[src/rtl/uart_frame_pkg.sv]
// uart_frame_pkg: shared types and checksum helper for the uart_frame_tx packetiser.
// Build option: define UART_FRAME_CRC8_EN to use CRC-8 (poly 0x07) as the frame checksum
// instead of the default 8-bit modular sum.
package uart_frame_pkg;

  // Packetiser sequencing states.
  typedef enum logic [1:0] {
    IDLE,
    LOAD,
    STROBE,
    WAIT
  } state_e;

  // Which byte of the frame is being sent.
  typedef enum logic [2:0] {
    F_SYNC,
    F_LEN,
    F_HI,
    F_LO,
    F_CSUM
  } field_e;

  localparam logic [7:0] CRC8_POLY = 8'h07;

  // Fold one frame byte into the running checksum.
  function automatic logic [7:0] next_csum(input logic [7:0] acc, input logic [7:0] data);
`ifdef UART_FRAME_CRC8_EN
    logic [7:0] crc;
    crc = acc ^ data;
    for (int unsigned i = 0; i < 8; i++) begin
      crc = crc[7] ? ((crc << 1) ^ CRC8_POLY) : (crc << 1);
    end
    return crc;
`else
    return acc + data;
`endif
  endfunction

endpackage

[src/rtl/uart_frame_fifo.sv]
// uart_frame_fifo: single-clock sample buffer with registered occupancy count.
// Pushes while full and pops while empty are ignored.
module uart_frame_fifo #(
  parameter int unsigned DEPTH = 8,
  parameter int unsigned WIDTH = 16
) (
  input  logic                     clk,
  input  logic                     rst_n,
  input  logic                     push_i,
  input  logic [WIDTH-1:0]         wr_data_i,
  input  logic                     pop_i,
  output logic [WIDTH-1:0]         rd_data_o,
  output logic                     full_o,
  output logic                     empty_o,
  output logic [$clog2(DEPTH):0]   count_o
);

  localparam int unsigned AW = (DEPTH > 1) ? $clog2(DEPTH) : 1;
  localparam int unsigned CW = $clog2(DEPTH) + 1;

  logic [WIDTH-1:0] mem_q [DEPTH];
  logic [AW-1:0]    wr_ptr_q, wr_ptr_d;
  logic [AW-1:0]    rd_ptr_q, rd_ptr_d;
  logic [CW-1:0]    count_q, count_d;
  logic             do_push;
  logic             do_pop;

  assign full_o    = (count_q == CW'(DEPTH));
  assign empty_o   = (count_q == '0);
  assign count_o   = count_q;
  assign rd_data_o = mem_q[rd_ptr_q];
  assign do_push   = push_i && !full_o;
  assign do_pop    = pop_i && !empty_o;

  // Pointer wrap and occupancy bookkeeping; simultaneous push+pop leaves count unchanged.
  always_comb begin
    wr_ptr_d = wr_ptr_q;
    rd_ptr_d = rd_ptr_q;
    count_d  = count_q;
    if (do_push) begin
      wr_ptr_d = (wr_ptr_q == AW'(DEPTH - 1)) ? '0 : wr_ptr_q + 1'b1;
    end
    if (do_pop) begin
      rd_ptr_d = (rd_ptr_q == AW'(DEPTH - 1)) ? '0 : rd_ptr_q + 1'b1;
    end
    case ({do_push, do_pop})
      2'b10:   count_d = count_q + 1'b1;
      2'b01:   count_d = count_q - 1'b1;
      default: count_d = count_q;
    endcase
  end

  // Pointer and count registers; reset flushes the buffer.
  always_ff @(posedge clk or negedge rst_n) begin
    if (!rst_n) begin
      wr_ptr_q <= '0;
      rd_ptr_q <= '0;
      count_q  <= '0;
    end else begin
      wr_ptr_q <= wr_ptr_d;
      rd_ptr_q <= rd_ptr_d;
      count_q  <= count_d;
    end
  end

  // Storage array write port (contents need no reset).
  always_ff @(posedge clk) begin
    if (do_push) begin
      mem_q[wr_ptr_q] <= wr_data_i;
    end
  end

endmodule

[src/rtl/uart_frame_tx.sv]
// uart_frame_tx: buffers 16-bit samples and emits frames to uart_tx as
// SYNC, LEN, payload bytes (word MSB first), checksum.
// Build option: UART_FRAME_CRC8_EN selects CRC-8 checksum (see uart_frame_pkg).
module uart_frame_tx #(
  parameter int unsigned SAMPLES_PER_FRAME = 4,
  parameter int unsigned FIFO_DEPTH        = 8,
  parameter logic [7:0]  SYNC_BYTE         = 8'hA5
) (
  input  logic        clk,
  input  logic        reset_n,
  input  logic        s_valid,
  output logic        s_ready,
  input  logic [15:0] s_data,
  output logic        tx_dv,
  output logic [7:0]  tx_byte,
  input  logic        tx_active,
  input  logic        tx_done,
  output logic        frame_busy,
  output logic        overflow
);

  import uart_frame_pkg::*;

  localparam int unsigned CW          = $clog2(FIFO_DEPTH) + 1;
  localparam logic [7:0]  LEN_BYTE    = 8'(2 * SAMPLES_PER_FRAME);
  localparam logic [6:0]  LAST_WORD   = 7'(SAMPLES_PER_FRAME - 1);
  localparam logic [CW-1:0] FRAME_WORDS = CW'(SAMPLES_PER_FRAME);

  state_e      state_q, state_d;
  field_e      field_q, field_d;
  logic [6:0]  word_idx_q, word_idx_d;
  logic [7:0]  tx_byte_q, tx_byte_d;
  logic        tx_dv_q, tx_dv_d;
  logic [7:0]  csum_q, csum_d;
  logic        busy_q, busy_d;
  logic        ovf_q, ovf_d;

  logic          fifo_push;
  logic          fifo_pop;
  logic [15:0]   fifo_head;
  logic          fifo_full;
  logic          fifo_empty;
  logic [CW-1:0] fifo_count;
  logic          start_ok;

  assign s_ready    = !fifo_full;
  assign fifo_push  = s_valid && s_ready;
  assign start_ok   = (fifo_count >= FRAME_WORDS) && !tx_active;
  assign tx_dv      = tx_dv_q;
  assign tx_byte    = tx_byte_q;
  assign frame_busy = busy_q;
  assign overflow   = ovf_q;

  uart_frame_fifo #(
    .DEPTH (FIFO_DEPTH),
    .WIDTH (16)
  ) u_fifo (
    .clk       (clk),
    .rst_n     (reset_n),
    .push_i    (fifo_push),
    .wr_data_i (s_data),
    .pop_i     (fifo_pop),
    .rd_data_o (fifo_head),
    .full_o    (fifo_full),
    .empty_o   (fifo_empty),
    .count_o   (fifo_count)
  );

  // Frame sequencer: next state, byte selection, checksum and status flags.
  always_comb begin
    state_d    = state_q;
    field_d    = field_q;
    word_idx_d = word_idx_q;
    tx_byte_d  = tx_byte_q;
    tx_dv_d    = 1'b0;
    csum_d     = csum_q;
    busy_d     = busy_q;
    fifo_pop   = 1'b0;
    ovf_d      = ovf_q | (s_valid && !s_ready);

    case (state_q)
      IDLE: begin
        csum_d     = '0;
        field_d    = F_SYNC;
        word_idx_d = '0;
        if (start_ok) begin
          state_d = LOAD;
        end
      end

      LOAD: begin
        case (field_q)
          F_SYNC: begin
            tx_byte_d = SYNC_BYTE;
            busy_d    = 1'b1;
          end
          F_LEN: begin
            tx_byte_d = LEN_BYTE;
            csum_d    = next_csum(csum_q, LEN_BYTE);
          end
          F_HI: begin
            tx_byte_d = fifo_head[15:8];
            csum_d    = next_csum(csum_q, fifo_head[15:8]);
          end
          F_LO: begin
            tx_byte_d = fifo_head[7:0];
            csum_d    = next_csum(csum_q, fifo_head[7:0]);
          end
          F_CSUM: begin
            tx_byte_d = csum_q;
          end
          default: begin
            tx_byte_d = tx_byte_q;
          end
        endcase
        tx_dv_d = 1'b1;
        state_d = STROBE;
      end

      STROBE: begin
        state_d = WAIT;
      end

      WAIT: begin
        if (tx_done) begin
          state_d = LOAD;
          case (field_q)
            F_SYNC: field_d = F_LEN;
            F_LEN:  field_d = F_HI;
            F_HI:   field_d = F_LO;
            F_LO: begin
              fifo_pop = !fifo_empty;
              if (word_idx_q == LAST_WORD) begin
                field_d = F_CSUM;
              end else begin
                word_idx_d = word_idx_q + 7'd1;
                field_d    = F_HI;
              end
            end
            F_CSUM: begin
              // Frame end: does IDLE's clearing inline so a pending frame's SYNC
              // goes out 2 cycles after this tx_done instead of 3.
              busy_d     = 1'b0;
              csum_d     = '0;
              field_d    = F_SYNC;
              word_idx_d = '0;
              if (!start_ok) begin
                state_d = IDLE;
              end
            end
            default: begin
              state_d = IDLE;
            end
          endcase
        end
      end

      default: begin
        state_d = IDLE;
      end
    endcase
  end

  // Sequencer registers; reset abandons any partial frame and drops tx_dv at once.
  always_ff @(posedge clk or negedge reset_n) begin
    if (!reset_n) begin
      state_q    <= IDLE;
      field_q    <= F_SYNC;
      word_idx_q <= '0;
      tx_byte_q  <= '0;
      tx_dv_q    <= 1'b0;
      csum_q     <= '0;
      busy_q     <= 1'b0;
      ovf_q      <= 1'b0;
    end else begin
      state_q    <= state_d;
      field_q    <= field_d;
      word_idx_q <= word_idx_d;
      tx_byte_q  <= tx_byte_d;
      tx_dv_q    <= tx_dv_d;
      csum_q     <= csum_d;
      busy_q     <= busy_d;
      ovf_q      <= ovf_d;
    end
  end

endmodule

[config.mk]
export PLATFORM = sky130hd
export DESIGN_NAME = uart_frame_tx
export DESIGN_NICKNAME = d
export VERILOG_FILES = /design/src/rtl/uart_frame_pkg.sv /design/src/rtl/uart_frame_fifo.sv /design/src/rtl/uart_frame_tx.sv
export SDC_FILE = /design/constraint.sdc
export NUM_CORES = 1
export LEC_CHECK = 0
export ABC_AREA = 1
export BUFFER_PORTS_ARGS = -buffer_cell sky130_fd_sc_hd__buf_2
export CORE_AREA = 3 3 157 98
export DETAILED_ROUTE_END_ITERATION = 7
export DIE_AREA = 0 0 160 101
export PLACE_DENSITY = 0.75
export SLEW_MARGIN = 5
export SYNTH_ARGS = -nofsm -noshare
export SYNTH_HDL_FRONTEND = slang
export SYNTH_SLANG_ARGS = --single-unit
export TNS_END_PERCENT = 20
[constraint.sdc]
create_clock -name clk -period 2.62 [get_ports clk]
set_input_delay 0.131 -clock clk [delete_from_list [all_inputs] [get_ports clk]]
set_output_delay 0.131 -clock clk [all_outputs]
set_load 0.005 [all_outputs]
# Yosys cells after proc, flatten, opt, wreduce, memory -nomap -nowiden

Memory sizes are Yosys's and may differ from the RTL's.
Index checks and enable logic that the tools add are counted.

$add $sub $neg: 8
Order comparisons: 1
Equality and inequality tests: 21
Mux-type cells: 31
Bitwise logic cells: 1
Reductions and logical operators: 23

Operators with widths:

| operator            | number |
|---|---|
| $pmux 8 s3          | 2 |
| $pmux 8 s5          | 1 |
| $pmux 7 s2          | 2 |
| $add 8x8->8         | 2 |
| $mux 8              | 2 |
| $pmux 3 s5          | 1 |
| $mux 7              | 2 |
| $mux 3              | 4 |
| $reduce_and 4->1    | 3 |
| $mux 1              | 10 |
| $eq 3x3->1 const B  | 3 |
| $add 8x4->8 const B | 1 |
| $ne 2x2->1 const B  | 4 |
| $pmux 2 s4          | 1 |
| $pmux 4 s2          | 1 |
| $add 7x1->7 const B | 1 |
| $eq 7x2->1 const B  | 1 |
| $add 3x1->3 const B | 2 |
| $eq 2x2->1 const B  | 3 |
| $eq 3x2->1 const B  | 2 |
| $ne 6x2->1 const B  | 1 |
| $pmux 3 s2          | 1 |
| $reduce_bool 2->1   | 3 |
| $logic_and 1x1->1   | 5 |
| other kinds (21)    | 27 |

Register bits: 41
Bits in writable memories: 128
Bits of input ports: 21
Memories kept: 1

Memories:

| name         | words | bits a word | rd ports | clocked after Yosys merged registers in | wr ports | RTL line              | RTL |
|---|---|---|---|---|---|---|---|
| u_fifo.mem_q | 8     | 16          | 1        | 0                                       | 1        | uart_frame_fifo.sv:21 | `logic [WIDTH-1:0] mem_q [DEPTH];` |

# Depth between registers and ports, before layout

Depth after elaboration: 8
Depth in mapped cells: 20
Mapped depth without buffers: 18

# Hierarchy

A second synthesis with hierarchy kept.

Cell total of the unflattened synthesis: 991
Area, all modules: 8521.9 um^2

By module, submodules not included:

| module          | instances | cells an instance | area an instance (um^2) |
|---|---|---|---|
| uart_frame_fifo | 1         | 641               | 6129.6 |
| uart_frame_tx   | 1         | 350               | 2392.3 |

# Worst setup path after synthesis

No wires, ideal clock.

Path kind: register to register
Start: register u_fifo.rd_ptr_q[0]
End: register csum_q[6]
Arrival time: 2.498 ns
Required time: 2.504 ns
Slack: 0.005 ns
Stages on the path, launching flop included: 19
Clock period less this slack: 2.615 ns
Path through: dfrtp_1 > buf_6 > buf_6 > buf_6 > o21ai_0 > o211ai_1 > o211ai_1 > nand2_1 > ha_1 > fa_1 > nand3_1 > nand3_1 > a21o_1 > a21oi_1 > nand2_1 > nand3_1 > nand2_1 > nand2_1 > nand2_1

Cells in the longest elaborated chain, start to end: 4
Elaborated cells between the ends (all ways): 5

RTL lines:

| item                   | RTL line              | RTL |
|---|---|---|
| start, declared        | uart_frame_fifo.sv:23 | `logic [AW-1:0] rd_ptr_q, rd_ptr_d;` |
| start signal, assigned | uart_frame_fifo.sv:61 | `rd_ptr_q <= rd_ptr_d;` |
| $mem_v2 8x16 (*)       | --                    |  |
| $add 8x8->8            | uart_frame_pkg.sv:35  | `return acc + data;` |
| $pmux 8 s3 (*)         | uart_frame_tx.sv:92   | `case (field_q)` |
| $pmux 8 s3 (*)         | uart_frame_tx.sv:81   | `case (state_q)` |
| end signal, assigned   | uart_frame_tx.sv:181  | `csum_q <= csum_d;` |
| end, declared          | uart_frame_tx.sv:34   | `logic [7:0] csum_q, csum_d;` |

Every way passes the cells marked *; elsewhere a longest branch is shown, timed or not.
A chain may end at the register's enable or synchronous reset.

# Final worst setup path

Ends and elaborated chain as after synthesis.

==> out/metrics.yaml <==
die:
  start_util: 0.546
  pin_count: 33
  core_um2: 14200
  rows: 34
  dieHeight_um: 101
  die_w_um: 160
  die_area_um2: 16200
detailed_routing:
  vias: 5892
  drc: 0
  drt-pass1-iter-count: 5
  drt-initial-drc-count: 707
  routedWlPerCell_um: 18.5
  viasPerCell: 5.75
  drt-total-wl_mm: 18.9
  final_antenna_net_count: 0
critical_path:
  path_cells: "clkbuf_16 -> o21ai_1 -> o22ai_1 -> o211ai_1 -> nand2_1 -> ha_2 -> fa_2 -> nand3_2 -> nand3_2 -> a21o_1 -> a21oi_1 -> nand2_1 -> nand3_1 -> nand2_1 -> nand2_1 -> nand2_1"
  cp-start-kind: "flop"
  setup.worst_path.end_class: "flop"
  path_buf_inv: 1
  crit_fanout: 8
  arrival_ns: 2.99
  cp_slowest_cell: "dfrtp_2"
  cp_common_cell: "nand2_1"
  path_class: "flop to flop"
  path_delay_family: "compound AO/OA/AOI/OAI gates"
  max_stage_delay_ns: 0.51
  crit_required_ns: 2.94
yosys:
  synth.top_cell.area_share: 0.495
  synth-seq-cells: 169
  synth_area_um2: 7760
  synth_fp_nets: 767
  async_flop_share: 0.243
  yosysWarnings: 0
  seq_area_frac_synth: 0.627
  yosysTopAreaCell: "edfxtp_1"
  syn_inst: 724
  synth_ff_type: "edfxtp_1"
  avgSynthCellArea_um2: 10.7
  synth_area_leaders: "edfxtp_1 50%, dfrtp_1 13%, nand2_1 6.6%"
  ys_types: 44
  synth-edff-count: 128
place:
  hpwl_mm: 12.1
  placedInstanceArea_um2: 8340
  post-place-ws_ns: -0.135
  port_buffers: 32
  numPlacedInstances: 968
  gp_congestion: 0.852
pwr:
  finalPower_w: 0.0104
  peakVddDrop_mv: 0.749
  powerDensity_nw_per_um2: 1120
  p_int_w: 0.00634
  p_leak_nw: 3.64
  power.switching_w: 0.00402
  switching_share: 0.388
  comb_power_share: 0.414
  p_seq_frac: 0.354
  p_clk_frac: 0.232
timing:
  drv_slew: 0
  tightestPinTransition_ns: 0.927
  layout_setup_ws_ns: -0.0529
  finalHoldViolCount: 0
  setup_violations: 3
  slew_headroom: 0.382
  finalCriticalPeriod_ns: 2.67
  finalClockSkew_ns: 0.00763
  period_share: 1.02
  rsz0062_at_grt: "yes"
  clock.fmax_mhz: 374
job:
  maxCapViolCount: 0
status:
  violations: "setup timing"
  outcome: "complete, but fails checks"
clock_network:
  clkTransAtPathRegs_ns: 0.06
  cts_tree: "done"
  cts_made_buffers: 17
  cts.sinks: 169
  clockBufferDepth: 2
  clock_latency_ns: 0.43
  cts_root_buf: "clkbuf_16"
  htree_levels: 4
global_route:
  overflow: 0
  grtUsageTotal: 0.241
  grt_pass1_vias: 5791
  grt_pass1_wl_mm: 30.1
  grt_max_degree: 42
  antenna_found_initial: 0
cells_and_area:
  finalNonFillerCells: 1025
  fin_area_um2: 9240
  drive_gt1_frac: 0.186
  syn_to_final_growth_pct: 19.0
  diodes: 0
  nets: 857
min_path:
  hp-class: "primary input to flop"
cell type report:
cell class / instances / area [um2]
fill: 1084 / 4970
sequential: 169 / 4870
multi-input combinational: 471 / 2570
timing repair buffer: 97 / 764
clock buffer: 21 / 440
tap: 198 / 248
inverter: 58 / 230
clock inverter: 11 / 113
per-stage QoR:
step,util,hold slack [ns],TNS (ns)
after global placement,0.587,0.319,-0.0498
after global routing,0.650,0.0139,-0.985
after floorplan,-,-0.165,0
after CTS,0.644,0.00429,-0.0384
after detailed placement,0.587,0.326,-0.412
final,0.650,0.0114,-0.128
power by group through the flow:
stage	clock, W	combinational [W]	sequential (W)
after floorplan	0	0.00272	0.00362
after global routing	0.00256	0.00473	0.00372
after CTS	0.00243	0.00407	0.00365
final	0.00240	0.00429	0.00367
after global placement	0	0.00370	0.00366
after detailed placement	0	0.00388	0.00368
cell usage after synthesis (all sizes together) (3+ instances only):
cell      n
dfrtp    41
nand4     5
a21oi    14
ha       21
edfxtp  128
o21ai    92
xor2      4
nand2   144
o21a      4
nor3      3
inv      57
buf      20
o211ai   10
o221ai    4
nor2     90
o22ai    25
xnor2     6
nand3    37
clkbuf    6
cell families after synthesis:
kind of cell | synth area share
xor+xnor | 0.0113
fa+ha+maj | 0.0364
compound gates | 0.117
buf+inv | 0.0512
simple gates | 0.157
flops | 0.627
state kept, by name (all words and copies together) (netlist names), 3 cells and up:
| name | flops |
|---|---|
| u_fifo.rd_ptr_q | 3 |
| word_idx_q | 7 |
| tx_byte | 8 |
| u_fifo.mem_q | 128 |
| u_fifo.count_o | 4 |
| field_q | 3 |
| u_fifo.wr_ptr_q | 3 |
| csum_q | 8 |
what timing repair did:
| item | in CTS | in global routing |
|---|---|---|
| endpoints found under the hold margin | 155 | 0 |
| hold buffers | 17 | 0 |
| cloned | 0 | 1 |
| setup endpoints to repair | 4 | 6 |
| gates resized for setup | 13 | 17 |
| pin swaps | 4 | 3 |
| setup buffers | 4 | 3 |
worst register-to-register path, cell delays in order, from the launching register on:
cell	delay, ns
dfrtp_2	0.51
clkbuf_16	0.20
o21ai_1	0.14
o22ai_1	0.10
o211ai_1	0.23
nand2_1	0.09
ha_2	0.19
fa_2	0.36
nand3_2	0.08
nand3_2	0.08
a21o_1	0.19
a21oi_1	0.13
nand2_1	0.06
nand3_1	0.07
nand2_1	0.05
nand2_1	0.05
nand2_1	0.04
path summary, 6_finish.rpt:
| kind | startpoint | to | slack, ns | cells after the start |
|---|---|---|---|---|
| max | u_fifo.rd_ptr_q[0] | csum_q[6] | -0.05 | 16 |
| min reg2reg | frame_busy | frame_busy | 0.50 | 2 |
| max reg2reg | u_fifo.rd_ptr_q[0] | csum_q[6] | -0.05 | 16 |
| min | s_data[3] | u_fifo.mem_q[3][3] | 0.01 | 1 |
| min in group asynchronous | reset_n | tx_byte[7] | 0.38 | 2 |
| max in group asynchronous | reset_n | u_fifo.rd_ptr_q[0] | 1.60 | 2 |
per-layer routing:
layer  global-route usage  wire [um]
met1                0.328       8240
met2                0.379       8710
met3               0.0743       1670
met4               0.0680        302
met5                    0          0
cell usage in the layout, fill, tap and decap left out, drive strengths merged:
master	Yosys	final
edfxtp	128	128
ha	21	21
o2111ai	2	2
nand4	5	5
a21o	2	2
xnor2	6	6
bufinv	0	1
a21oi	14	14
inv	57	62
o21a	4	4
o32ai	1	1
clkbuf	6	22
dfrtp	41	41
clkinvlp	0	3
nand2	144	144
or2	2	2
o22ai	25	25
a22o	1	1
o21ai	92	92
clkinv	1	3
dlygate4sd3	0	17
nand3	37	37
xor2	4	4
nor3	3	3
nand3b	1	1
fa	1	1
buf	20	79
o211ai	10	10
nor2	90	90
o221ai	4	4
o21bai	1	1
o41ai	1	1
Note: power is estimated with default switching activity, not from simulation.
